**src/rtl/pulse_train_gen.sv**
```systemverilog
// Counted pulse-train generator: programmable high time, period and count.
// Start/stop control with done/err status; all outputs registered.
module pulse_train_gen #(
  parameter int TW = 8,
  parameter int CW = 8
) (
  input  logic          clock,
  input  logic          reset,
  input  logic          start,
  input  logic          stop,
  input  logic [TW-1:0] period,
  input  logic [TW-1:0] high_time,
  input  logic [CW-1:0] count,
  output logic          signal,
  output logic          busy,
  output logic          done,
  output logic          err,
  output logic [CW-1:0] pulses
);

  typedef enum logic [1:0] {
    IDLE = 2'd0,
    HIGH = 2'd1,
    LOW  = 2'd2
  } state_t;

  state_t        state, state_n;
  logic [TW-1:0] per_r, per_n;
  logic [TW-1:0] hi_r, hi_n;
  logic [CW-1:0] cnt_r, cnt_n;
  logic [TW-1:0] ph, ph_n;
  logic [CW-1:0] pulses_n;
  logic          done_n, err_n;
  logic          ok;

  assign ok = (period >= TW'(2)) && (high_time != '0) &&
              (high_time < period);

  // ph is the 1-based cycle position within the current period
  always_comb begin
    state_n  = state;
    per_n    = per_r;
    hi_n     = hi_r;
    cnt_n    = cnt_r;
    ph_n     = ph;
    pulses_n = pulses;
    done_n   = 1'b0;
    err_n    = 1'b0;
    case (state)
      IDLE: begin
        if (start) begin
          if (ok) begin
            state_n  = HIGH;
            per_n    = period;
            hi_n     = high_time;
            cnt_n    = count;
            ph_n     = TW'(1);
            pulses_n = '0;
          end else begin
            err_n = 1'b1;
          end
        end
      end
      HIGH: begin
        if (stop) begin
          state_n = IDLE;
          ph_n    = '0;
        end else if (ph == hi_r) begin
          state_n  = LOW;
          pulses_n = pulses + CW'(1);
          ph_n     = ph + TW'(1);
        end else begin
          ph_n = ph + TW'(1);
        end
      end
      LOW: begin
        if (stop) begin
          state_n = IDLE;
          ph_n    = '0;
        end else if (ph == per_r) begin
          if ((cnt_r != '0) && (pulses == cnt_r)) begin
            state_n = IDLE;
            done_n  = 1'b1;
            ph_n    = '0;
          end else begin
            state_n = HIGH;
            ph_n    = TW'(1);
          end
        end else begin
          ph_n = ph + TW'(1);
        end
      end
      default: begin
        state_n = IDLE;
        ph_n    = '0;
      end
    endcase
  end

  always_ff @(posedge clock) begin
    if (reset) begin
      state  <= IDLE;
      per_r  <= '0;
      hi_r   <= '0;
      cnt_r  <= '0;
      ph     <= '0;
      pulses <= '0;
      signal <= 1'b0;
      busy   <= 1'b0;
      done   <= 1'b0;
      err    <= 1'b0;
    end else begin
      state  <= state_n;
      per_r  <= per_n;
      hi_r   <= hi_n;
      cnt_r  <= cnt_n;
      ph     <= ph_n;
      pulses <= pulses_n;
      signal <= (state_n == HIGH);
      busy   <= (state_n != IDLE);
      done   <= done_n;
      err    <= err_n;
    end
  end

endmodule
```
**config.mk**
```make
export PLATFORM = sky130hd
export DESIGN_NAME = pulse_train_gen
export DESIGN_NICKNAME = d
export VERILOG_FILES = /design/src/rtl/pulse_train_gen.sv
export SDC_FILE = /design/constraint.sdc
export NUM_CORES = 1
export LEC_CHECK = 0
export CAP_MARGIN = 20
export CORE_MARGIN = 2
export CORE_UTILIZATION = 35
export DETAILED_ROUTE_END_ITERATION = 8
export GPL_TIMING_DRIVEN = 0
export HOLD_SLACK_MARGIN = 0.06
export SYNTH_ARGS = -nofsm -noshare
export SYNTH_HDL_FRONTEND = slang
export SYNTH_SLANG_ARGS = --single-unit
export TNS_END_PERCENT = 100
```
**constraint.sdc**
```tcl
create_clock -name clock -period 3.2 [get_ports clock]
set_input_delay 0.96 -clock clock [delete_from_list [all_inputs] [get_ports clock]]
set_output_delay 0.96 -clock clock [all_outputs]
set_load 0.005 [all_outputs]
```
==> results.ini, run 1 <==
[status]
outcome=complete, no violations

[die]
core_area_um2=6756
io_pins=40
die_h_um=87.17
die-area_um2=7599
die_w_um=87.17
start_util=0.3583
num_rows=30

[worst_setup_path]
cpPeakStageDelay_ps=510
critPathBufInv=2
critPathTopFamily=compound AO/OA/AOI/OAI gates
crit_type=in -> reg
start_kind=input pin
arrival_ps=3330
slowest_stage=clkdlybuf4s50_1
crit_chain=clkdlybuf4s50_1 -> inv_1 -> ha_1 -> a211oi_1 -> nor2_1 -> nor3b_2 -> a31oi_1 -> a221o_2
required_ps=3390
worstPathMaxFanout=6
worstSetupEndpointType=flip-flop

[logic_synthesis]
yosys.cell_types.count=48
synth-edff-count=0
synthCells=283
async_flop_share=0
synth_area_um2=2421
synth_seq_cells=46
yosysSeqAreaShare=0.3804
synth_top_area_cell=dfxtp_1
avgSynthCellArea_um2=8.555
synthTopCellsByCount=dfxtp_1 (46), nand2_1 (27), nor2_1 (25), a21oi_1 (24), nand3_1 (20)
synth_top_cell_area_share=0.3804
yosys_warnings=0
synthFlopType=dfxtp_1
synth_fp_nets=320
synthTopCellsByArea=dfxtp_1 (38%), xnor2_1 (5.8%), a21oi_1 (5.0%)
yosysMostFrequentCell=dfxtp_1

[clock_tree]
cts_buffers=5
cts_tree=built
clockBufferDepth=2
ctsHtreeMaxLevel=2
path_clk_slew_ps=90
cts_root_buf=clkbuf_8
postCtsHoldBufs=0
clock-sinks=46
clk_latency_ps=300

[detailed_routing]
drc_errors=0
antenna_left=0
wl_per_cell_um=14.03
vias=2157
drt_iter0_drc=152
dr.pass1.iters=4
via_per_inst=5.235
drt_wl_total_um=5782

[finish]
nets=368
fin_area_um2=3038
seqCellArea_um2=920.9
antennaDiodeCount=0
syn_to_final_growth_pct=25.48
drive_above_1_share=0.09036
fillCellCount=685
multi_input_area_um2=1414

[global_route]
grt_pass1_vias=2012
overflow=0
grt_max_degree=15
antenna_found_initial=0
grt_pass1_wl_um=9791
track_usage=0.1627

[timing]
max_freq_ghz=0.3181
timing.hold.ws_ps=472.2
setup_slack_ps=56.39
hold_violations=0
finalSetupViolCount=0
slew_headroom=0.5439
layout_min_cycle_time_ps=3144
worst_pin_slew_ps=680.5
final_max_slew_viol_count=0
min_period_over_period=0.9824
finalClockSkew_ps=7.682
grt_setup_unrepaired=true

[power_and_ir_drop]
ir_drop_mv=0.1491
leakage_nw=1.212
powerDensity_nw_per_um2=422.2

[place]
port_buffers=39
place_ws_ps=-502.5
place_congestion=0.8171
hpwlAfterDp_um=4465
place_area_um2=2912

[job]
drv_cap=0

[worst_hold_path]
min_path_type=reg -> reg

## worst paths after layout
path / to / depth (start not counted) / slack [ps] / startpoint
max: ph[5]$_SDFFE_PP0P_ / 8 / 60 / period[5]
min: per_r[7]$_SDFFE_PP0P_ / 2 / 470 / per_r[7]$_SDFFE_PP0P_
max reg2reg: pulses[7]$_SDFFE_PP0P_ / 5 / 1100 / state[0]$_SDFF_PP0_
min reg2reg: per_r[7]$_SDFFE_PP0P_ / 2 / 470 / per_r[7]$_SDFFE_PP0P_
## through the flow
step,setup TNS [ps],total power [W],cells,util
after floorplan,0,0.0007981,283,-
after global placement,-13830,0.0008909,402,0.4309
after detailed placement,-16400,0.0008955,402,0.4309
after CTS,0,0.001300,412,0.4496
after global routing,-88.98,0.001356,412,0.4496
final,0,0.001283,412,0.4496
## area by class of cell
cell class              count  share of cell area
repair buffers             41              0.1334
well taps                  80             0.03295
clock inverters             1            0.002883
inverters                  10             0.01236
plain buffers              12             0.01812
clock buffers               7             0.03171
multi-input cells         215              0.4654
flip-flops and latches     46              0.3031
## cell families after synthesis
logic type	count (synthesis)	share of synthesized area
xor gates and xnor gates	25	0.09044
DFF	46	0.3804
and+or+nand+nor	108	0.2326
adders and majority gates	9	0.04651
AOI/OAI and AO/OA	64	0.1752
buffers and inverters	22	0.03773
muxes	9	0.03721
## flip-flops by register name, summed over array words and instances, names as in the netlist
register	cells
per_r	8
ph	8
done	1
err	1
cnt_r	8
hi_r	8
busy	1
pulses	8
state	2
signal	1
## report_power, final
group	total [W]	leakage, nW	internal [W]	switching (W)
sequential	0.000630	0.375	0.000602	0.0000275
clock	0.000397	0.0544	0.000198	0.000199
combinational	0.000256	0.783	0.000123	0.000133
## worst reg2reg max path: cells and delay by family (launching register included)
family           cells  cell delay, ps
AO/OA/AOI/OAI        2             550
flip-flops           1             480
AND/OR/NAND/NOR      3             980
## per-layer routing
metal / vias up / track usage / part of all wire
li1: 1116 / - / -
met1: 994 / 0.2331 / 0.52
met2: 42 / 0.2484 / 0.44
met3: 5 / 0.02370 / 0.032
met4: 0 / 0.05874 / 0.011
met5: - / 0 / 0
## what timing repair did
action | CTS | global route
setup buffers | 2 | 0
resized for setup | 2 | 1
setup endpoints to repair | 30 | 5
gates cloned | 0 | 0
pin swaps | 1 | 0
## layout by cell type, fill, tap and decap left out, types with 9 or more instances in the layout
master           count
nor2_1              25
nand3_1             20
mux2i_1              9
nand2_1             27
a21oi_1             24
xor2_1               9
dfxtp_1             46
xnor2_1             16
ha_1                 9
o21ai_0             12
clkdlybuf4s50_1     39
inv_1               10
No activity file was read; power rests on OpenSTA's default activity.
==> run 2, diff against run 1 <==
--- a/config.mk
+++ b/config.mk
@@ -11,6 +11,7 @@
 export DETAILED_ROUTE_END_ITERATION = 8
 export GPL_TIMING_DRIVEN = 0
 export HOLD_SLACK_MARGIN = 0.06
+export SKIP_CTS_REPAIR_TIMING = 1
 export SYNTH_ARGS = -nofsm -noshare
 export SYNTH_HDL_FRONTEND = slang
 export SYNTH_SLANG_ARGS = --single-unit
==> run 2 against run 1 <==
Against the previous run: worst hold slack barely moved; global-route usage down 0.079 points; combinational power up 3%; first-iteration DRC count shrank 15%; cell count increased by 0.49%; utilization grew 0.41 points; design area is 0.91% higher; largest power group unchanged.
==> results.ini, run 2 (synthesized netlist as in run 1, its figures left out) <==
[worst_setup_path]
slowest_stage=clkdlybuf4s50_1  ; unchanged
cp-endpoint=ph[5]$_SDFFE_PP0P_  ; unchanged
required_ps=3390  ; about the same
reg2reg_depth=5  ; unchanged
worstReg2RegEnd=pulses[7]$_SDFFE_PP0P_  ; unchanged
worstSetupStartpoint=period[5]  ; unchanged
reg2reg_slack_ps=1100  ; about the same
crit_chain=clkdlybuf4s50_1 -> inv_1 -> ha_1 -> a211oi_1 -> nor2_1 -> nor3b_2 -> a31oi_1 -> a221o_2  ; unchanged
worstPathMaxFanout=6  ; unchanged
start_kind=input pin  ; unchanged
worstSetupEndpointType=flip-flop  ; unchanged
timing.rr.start=state[0]$_SDFF_PP0_  ; unchanged
crit_type=in -> reg  ; unchanged
cpPeakStageDelay_ps=500  ; was 510 ps
arrival_ps=3310  ; was 3330 ps

[place]
place_congestion=0.8171  ; unchanged
port_buffers=39  ; unchanged
hpwlAfterDp_um=4465  ; unchanged

[die]
die_h_um=87.17  ; unchanged
die_w_um=87.17  ; unchanged
start_util=0.3583  ; unchanged
core_area_um2=6756  ; unchanged
num_rows=30  ; unchanged
die-area_um2=7599  ; unchanged
io_pins=40  ; unchanged

[clock_tree]
clk_latency_ps=300  ; about the same
cts_buffers=5  ; unchanged
cts_tree=built  ; unchanged
clock-sinks=46  ; unchanged
cts_root_buf=clkbuf_8  ; unchanged
path_clk_slew_ps=90  ; about the same
clockBufferDepth=2  ; unchanged
ctsHtreeMaxLevel=2  ; unchanged

[job]
drv_cap=0  ; unchanged

[power_and_ir_drop]
ir_drop_mv=0.1536  ; was 0.1491 mV
leakage_nw=1.226  ; was 1.212 nW
powerDensity_nw_per_um2=421.7  ; was 422.2 nW/µm²

[detailed_routing]
met3_length_um=174  ; was 183 µm
drc_errors=0  ; unchanged
drt_wl_total_um=5820  ; was 5782 µm
wl_met1_um=3008  ; was 2991 µm
antenna_left=0  ; unchanged
via_per_inst=5.249  ; was 5.235
dr.pass1.iters=4  ; unchanged
top_layer=met4  ; unchanged
wl_per_cell_um=14.06  ; was 14.03 µm
vias=2173  ; was 2,157
drt_iter0_drc=129  ; was 152
wl_met2_um=2552  ; was 2541 µm

[timing]
finalSetupViolCount=0  ; unchanged
final_max_slew_viol_count=0  ; unchanged
worst_pin_slew_ps=684.9  ; was 680.5 ps
layout_min_cycle_time_ps=3124  ; was 3144 ps
grt_setup_unrepaired=true  ; unchanged
slew_headroom=0.5409  ; was 0.5439
max_freq_ghz=0.3201  ; was 0.3181 GHz
timing.hold.ws_ps=472.3  ; was 472.2 ps
finalClockSkew_ps=8.289  ; was 7.682 ps
hold_violations=0  ; unchanged
tns_ps=0  ; unchanged
min_period_over_period=0.9763  ; was 0.9824

[global_route]
overflow=0  ; unchanged
grt_pass1_wl_um=9742  ; was 9791 µm
track_usage=0.1619  ; was 0.1627
grt_pass1_vias=2011  ; was 2,012
grt_max_degree=15  ; unchanged
antenna_found_initial=0  ; unchanged

[finish]
drive_above_1_share=0.09581  ; was 0.09036
layout_common_cells=dfxtp_1 (46), clkdlybuf4s50_1 (39), nand2_1 (27)  ; unchanged
final_common_cell=dfxtp_1  ; unchanged
nets=370  ; was 368
antennaDiodeCount=0  ; unchanged
syn_to_final_growth_pct=26.61  ; was 25.48%

[worst_hold_path]
min_from=per_r[7]$_SDFFE_PP0P_  ; unchanged
min_path_type=reg -> reg  ; unchanged

[status]
outcome=complete, no violations  ; unchanged

==> run 2: cell type report <==
| cell class | instances | area [µm²] |
|---|---|---|
| Sequential cell | 46 | 920.9 |
| Timing Repair Buffer | 43 | 432.9 |
| Tap cell | 80 | 100.1 |
| Clock inverter | 1 | 8.758 |
| Clock buffer | 7 | 96.34 |
| Inverter | 10 | 37.54 |
| Multi-Input combinational cell | 215 | 1414 |
| Buffer | 12 | 55.05 |
| Fill cell | 686 | 3691 |
==> run 2: how the worst min path moves through the flow <==
stage	to	slack, ps	cells after the start
detailed placement	per_r[7]$_SDFFE_PP0P_	460	2
finish	per_r[7]$_SDFFE_PP0P_	470	2
global route	hi_r[2]$_SDFFE_PP0P_	490	2
floorplan	per_r[6]$_SDFFE_PP0P_	450	2
global placement	per_r[1]$_SDFFE_PP0P_	460	2
CTS	per_r[7]$_SDFFE_PP0P_	480	2
==> run 2: power breakdown <==
group          total (W)  switching [W]  internal [W]
Clock           0.000398       0.000200      0.000198
Combinational   0.000264       0.000135      0.000129
Sequential      0.000630      0.0000277      0.000602
Total            0.00129       0.000363      0.000930
==> run 2: worst max-delay path: cells and delay by family <==
family | cells | cell delay (ps)
adder cells (fa/ha/maj) | 1 | 300
buffers and inverters | 2 | 560
AO/OA/AOI/OAI | 3 | 990
AND/OR/NAND/NOR | 2 | 490
==> run 2: metal layers <==
layer,vias to the layer above,GRT usage
met5,-,0
met4,0,0.05874
met3,6,0.02370
met2,40,0.2471
met1,1009,0.2319
li1,1118,-
==> run 2: stage by stage <==
| step | area (µm²) | power, W | utilization | std cells | setup slack, ps |
|---|---|---|---|---|---|
| global route | 3065 | 0.001364 | 0.4537 | 414 | -47.91 |
| global placement | 2912 | 0.0008909 | 0.4309 | 402 | -418.7 |
| CTS | 3017 | 0.001295 | 0.4465 | 410 | -164.7 |
| floorplan | 2421 | 0.0007981 | - | 283 | 426.6 |
| detailed placement | 2912 | 0.0008955 | 0.4309 | 402 | -502.5 |
| finish | 3065 | 0.001293 | 0.4537 | 414 | 75.86 |
==> RTL change 1: new RTL, flow settings as in run 1 <==
`CW`: 8 -> 9.
--- a/src/rtl/pulse_train_gen.sv
+++ b/src/rtl/pulse_train_gen.sv
@@ -4,3 +4,3 @@
   parameter int TW = 8,
-  parameter int CW = 8
+  parameter int CW = 9
 ) (
Ports: changed (resized count and pulses); port bits go from 40 to 42. The function was not compared with the original's and may differ.
==> RTL change 1 against run 1 <==
Wire length rose by 0.88%; sequential cell count rose by 2; critical path depth did not move; utilization rose by 1.2 points; largest power group unchanged; setup slack improved by 29 ps; total power rose by 0.95%; area after synthesis rose by 1.9%; largest cell class unchanged; worst hold slack improved by 0.85 ps; highest routed layer unchanged; non-clock buffer count rose by 3; clock skew fell by 3.7 ps; sequential power rose by 3.8%; first-iteration DRC count fell by 28%; final area rose by 3.3%.
==> RTL change 1: results (changes against run 1) <==
status: "completed"
wl_per_cell_um: 13.3  # -5.5%
port_buffers: 41  # +5.1%
synthArstFlopShare_pct: 0  # unchanged
track_usage_pct: 15.9  # -0.35 points
worstSkewPairLatency_ps: 300  # about the same
tightest_slew_ps: 579  # -102 ps
final_nets: 381  # +3.5%
root_buffer: "clkbuf_8"
antenna_found_initial: 0  # unchanged
drt_pass1_iterations: 5  # +1
syn_avg_cell_area_um2: 8.39  # -2.0%
final.setup.tns_ps: 0  # unchanged
diodes: 0  # unchanged
grt_pass1_wl_mm: 9.57  # -2.3%
skew_ps: 4.02  # -3.66 ps
top_regs: "cnt_r: 9 flops, pulses: 9 flops"
clockBufferDepth: 2  # unchanged
post-dp-hpwl_mm: 4.47  # about the same
dp_slack_ps: -489  # +13.2 ps
h-tree-depth: 2  # unchanged
placed_cells: 431  # +7.2%
hold_path.class: "flip-flop to flip-flop"
cts_hold_buf: 0  # unchanged
layout-drive-gt1-share_pct: 9.88  # +0.85 points
crit_fanout: 8  # +2
syn-num-nets: 332  # +3.8%
grt_max_degree: 14  # -1
final.fill_count: 682  # -0.44%
vias: 2166  # +0.42%
ys_warn_count: 0  # unchanged
ys_types: 42  # -13%
arrival_ps: 3300  # -30 ps
wl_mm: 5.83  # +0.88%
grt_pass1_vias: 1952  # -3.0%
drt_iter0_drc: 110  # -28%
synthTopCellsByArea: "dfxtp_1 (39%), nand2_1 (9.7%), xnor2_1 (7.8%)"
path_clk_slew_ps: 80
gp_congestion: 0.762  # -6.7%
synth_commonest_cells: "nand2_1 (64), dfxtp_1 (48), a21oi_1 (33)"
peakVddDrop_v: 0.000169  # +14%
ys_seq_area_share_pct: 39.0  # +0.93 points
cts-buffers-inserted: 5  # unchanged
p_leak_nw: 1.16  # -4.2%
RTL change 1: cell count changes after synthesis, sizes merged, moves of 8 or more:
cell   change
nand2     +36
nor2      -14
nand3     -13
a21oi      +8
mux2i      -8
RTL change 1: layout make-up:
class,count,area [um2],area share (%)
buffer,13,71.3,2.27
clock buffer,8,90.1,2.87
inverter,9,33.8,1.08
multi-input combinational,223,1430,45.6
sequential,48,961,30.6
tap,96,120,3.83
timing repair buffer,43,433,13.8
RTL change 1: final timing paths:
check / from / slack [ps] / to / cells after the start
setup / recovery: high_time[6] / 90 / ph[1] / 8
hold / removal: per_r[5] / 470 / per_r[5] / 2
setup reg to reg: ph[5] / 1090 / pulses[8] / 6
hold reg to reg: per_r[5] / 470 / per_r[5] / 2
RTL change 1: what timing repair did:
item | 4_1_cts | 5_1_grt
setup buffers | 1 | 0
endpoints found under the hold margin | 0 | 0
gates resized for setup | 7 | 10
setup endpoints to repair | 38 | 40
gates cloned | 1 | 0
pin swaps | 2 | 2
RTL change 1: kinds of logic (layout without fill, tap and decap cells):
logic type               after synthesis  after routing  share of synthesized area (%)
XOR/XNOR                              32             32                           11.4
adder cells (fa/ha/maj)                9              9                           4.57
buffers and inverters                 23             73                           4.11
multiplexers                           1              1                          0.406
AO/OA/AOI/OAI                         55             55                           14.8
flip-flops                            48             48                           39.0
AND/OR/NAND/NOR                      126            126                           25.8
RTL change 1: through the flow:
stage          instance area, um2  utilization [%]  power (W)
4_1_cts                      3110             45.8    0.00130
6_report                     3140             46.2    0.00129
3_3_place_gp                 3000             44.1   0.000930
3_5_place_dp                 3000             44.1   0.000934
2_1_floorplan                2470                -   0.000835
5_1_grt                      3140             46.2    0.00137
RTL change 1: power breakdown:
group	leakage, nW	total (W)	internal (W)	switching (W)
clock	0.0455	0.000366	0.000176	0.000189
sequential	0.391	0.000654	0.000628	0.0000261
combinational	0.725	0.000275	0.000131	0.000143
RTL change 1: per-layer routing:
metal / track usage (%) / vias up / wire length [um]
li1: - / 1120 / -
met2: 24.4 / 42 / 2590
met5: 0 / - / 0
met1: 22.6 / 998 / 2950
met3: 3.02 / 6 / 208
met4: 5.03 / 0 / 81
RTL change 1: critical path, stage by stage:
cell and delay, ps:
clkdlybuf4s50_1 460, ha_1 290, nand2_1 80, or4_4 590, a311oi_4 500, buf_6 190
mux2i_1 180, nor2_1 50
==> RTL change 2: new RTL, flow settings as in run 1 <==
Without the edit above. Register the output `done` once more, with the module's reset; this adds one clock of latency there. The other outputs are not delayed to match. Comments in the files are not updated.
--- a/src/rtl/pulse_train_gen.sv
+++ b/src/rtl/pulse_train_gen.sv
@@ -25,2 +25,4 @@
   } state_t;
+
+  logic done_s0;
 
@@ -109,3 +111,3 @@
       busy   <= 1'b0;
-      done   <= 1'b0;
+      done_s0 <= 1'b0;
       err    <= 1'b0;
@@ -120,3 +122,3 @@
       busy   <= (state_n != IDLE);
-      done   <= done_n;
+      done_s0 <= done_n;
       err    <= err_n;
@@ -125,2 +127,10 @@
 
+  always_ff @(posedge clock) begin
+    if (reset) begin
+      done <= '0;
+    end else begin
+      done <= done_s0;
+    end
+  end
+
 endmodule
Check against the original RTL: not equivalent (a bounded check fails within 4 cycles, from zero or initial values and one cycle with reset high).
==> RTL change 2 against run 1 <==
Via count up 10%; setup slack gained 85 ps; register-to-register slack lost 60 ps; critical endpoint unchanged; largest cell class unchanged; fmax grew 2.8%; utilization fell by 0.41 points; clock power shrank 8.8%; sequential cell count grew 1; area after synthesis rose by 6.4%; final area increased by 5.2%; wire length grew 16%; largest power group unchanged; total power fell by 1.7%.
==> RTL change 2: results (changes against run 1) <==
hold_path_end: "done"
layout-drive-gt1-share_pct: 6.50  # -2.5 points
arrival_ps: 3260  # -70 ps
cts-buffers-inserted: 5  # unchanged
h-tree-depth: 2  # unchanged
grt_pass1_wl_mm: 11.2  # +15%
ys_types: 45  # -6.3%
hold_start: "done_s0"
min_path_cells: 1  # -1
wl_per_cell_um: 14.8  # +5.2%
hold_path.class: "flip-flop to flip-flop"
vias: 2379  # +10%
post-dp-hpwl_mm: 5.08  # +14%
drt_iter0_drc: 108  # -29%
r2r-end: "ph[4]"
path_clk_slew_ps: 90  # about the same
track_usage_pct: 16.9  # +0.68 points
reg2regPathDepth: 6  # +1
tightest_slew_ps: 676  # -4.33 ps
grt_max_degree: 16  # +1
r2r_start: "ph[2]"
final_nets: 390  # +6.0%
reg2reg_slack_ps: 1040  # -60 ps
gp_congestion: 0.822  # +0.65%
status: "completed"
synthTopCellsByArea: "dfxtp_1 (37%), xnor2_1 (8.5%), nand3_1 (5.8%)"
crit_fanout: 10  # +4
skew_ps: 3.70  # -3.98 ps
synth_commonest_cells: "dfxtp_1 (47), nand3_1 (30), a21oi_1 (28), o21ai_0 (28), xnor2_1 (25)"
peakVddDrop_v: 0.000190  # +27%
p_leak_nw: 1.12  # -7.9%
ys_seq_area_share_pct: 36.5  # -1.5 points
grt_pass1_vias: 2243  # +11%
==> RTL change 2: changes by cell type in the layout (fill, tap and decap cells not counted), moves of 8 or more <==
cell and delta:
clkbuf_1 +9, mux2i_1 -9, nand2_1 -19, nand3_1 +8, nor2_1 -14, nor4_1 +8
o21ai_0 +16, xnor2_1 +9
==> RTL change 2: through the flow <==
step,total power [W],hold WS (ps),cells,setup slack (ps),instance area (um2)
6_report,0.00126,449,453,141,3200
3_5_place_dp,0.000907,442,445,-450,3090
2_1_floorplan,0.000808,414,307,614,2570
4_1_cts,0.00127,458,453,94.9,3180
3_3_place_gp,0.000904,429,445,-393,3090
5_1_grt,0.00133,481,453,-3.35,3200
==> RTL change 2: per-layer routing <==
layer | wire, um | global-route usage, % | part of all wire (%)
met3 | 184 | 2.68 | 2.8
met4 | 85 | 5.00 | 1.3
met2 | 3180 | 28.5 | 48
met1 | 3240 | 22.5 | 48
met5 | 0 | 0 | 0
==> RTL change 2: worst max-delay path: stages <==
cell and delay (ps):
clkdlybuf4s50_1 520, inv_1 70, ha_1 280, o21ai_0 160
nor2_1 80, o31a_1 310, clkbuf_1 240, o31a_1 410
a21bo_2 240
==> RTL change 2: cell families after synthesis <==
| logic type | after synthesis | synth area share [%] |
|---|---|---|
| and+or+nand+nor | 96 | 20.5 |
| AOI/OAI and AO/OA | 86 | 20.6 |
| DFF | 47 | 36.5 |
| buffers and inverters | 36 | 6.80 |
| xor gates and xnor gates | 33 | 11.2 |
| adders and majority gates | 9 | 4.37 |
==> RTL change 2: area by class of cell <==
class                      instances  area [um2]
fill                             726        3980
multi-input combinational        224        1480
sequential                        47         941
timing repair buffer              39         390
buffer                            22         124
tap                               99         124
clock buffer                       5        68.8
inverter                          14        52.6
clock inverter                     3        20.0
==> RTL change 2: timing repair <==
action / in CTS / in global routing
endpoints found under the setup margin: 21 / 25
resized for setup: 1 / 5
setup buffers: 0 / 0
==> RTL change 2: how the worst max path moves through the flow <==
| stage | from | slack, ps | cells past startpoint | to |
|---|---|---|---|---|
| after floorplan | period[5] | 610 | 7 | ph[0] |
| after global placement | period[1] | -390 | 9 | hi_r[2] |
| after detailed placement | period[1] | -450 | 9 | hi_r[4] |
| after CTS | period[7] | 90 | 8 | pulses[0] |
| after global routing | period[7] | -3 | 9 | hi_r[4] |
| final | period[1] | 140 | 9 | ph[5] |
==> RTL change 2: power by group <==
group          internal [W]  switching [W]  leakage [nW]
Sequential         0.000614      0.0000256         0.382
Clock              0.000152       0.000210        0.0402
Combinational      0.000117       0.000142         0.693
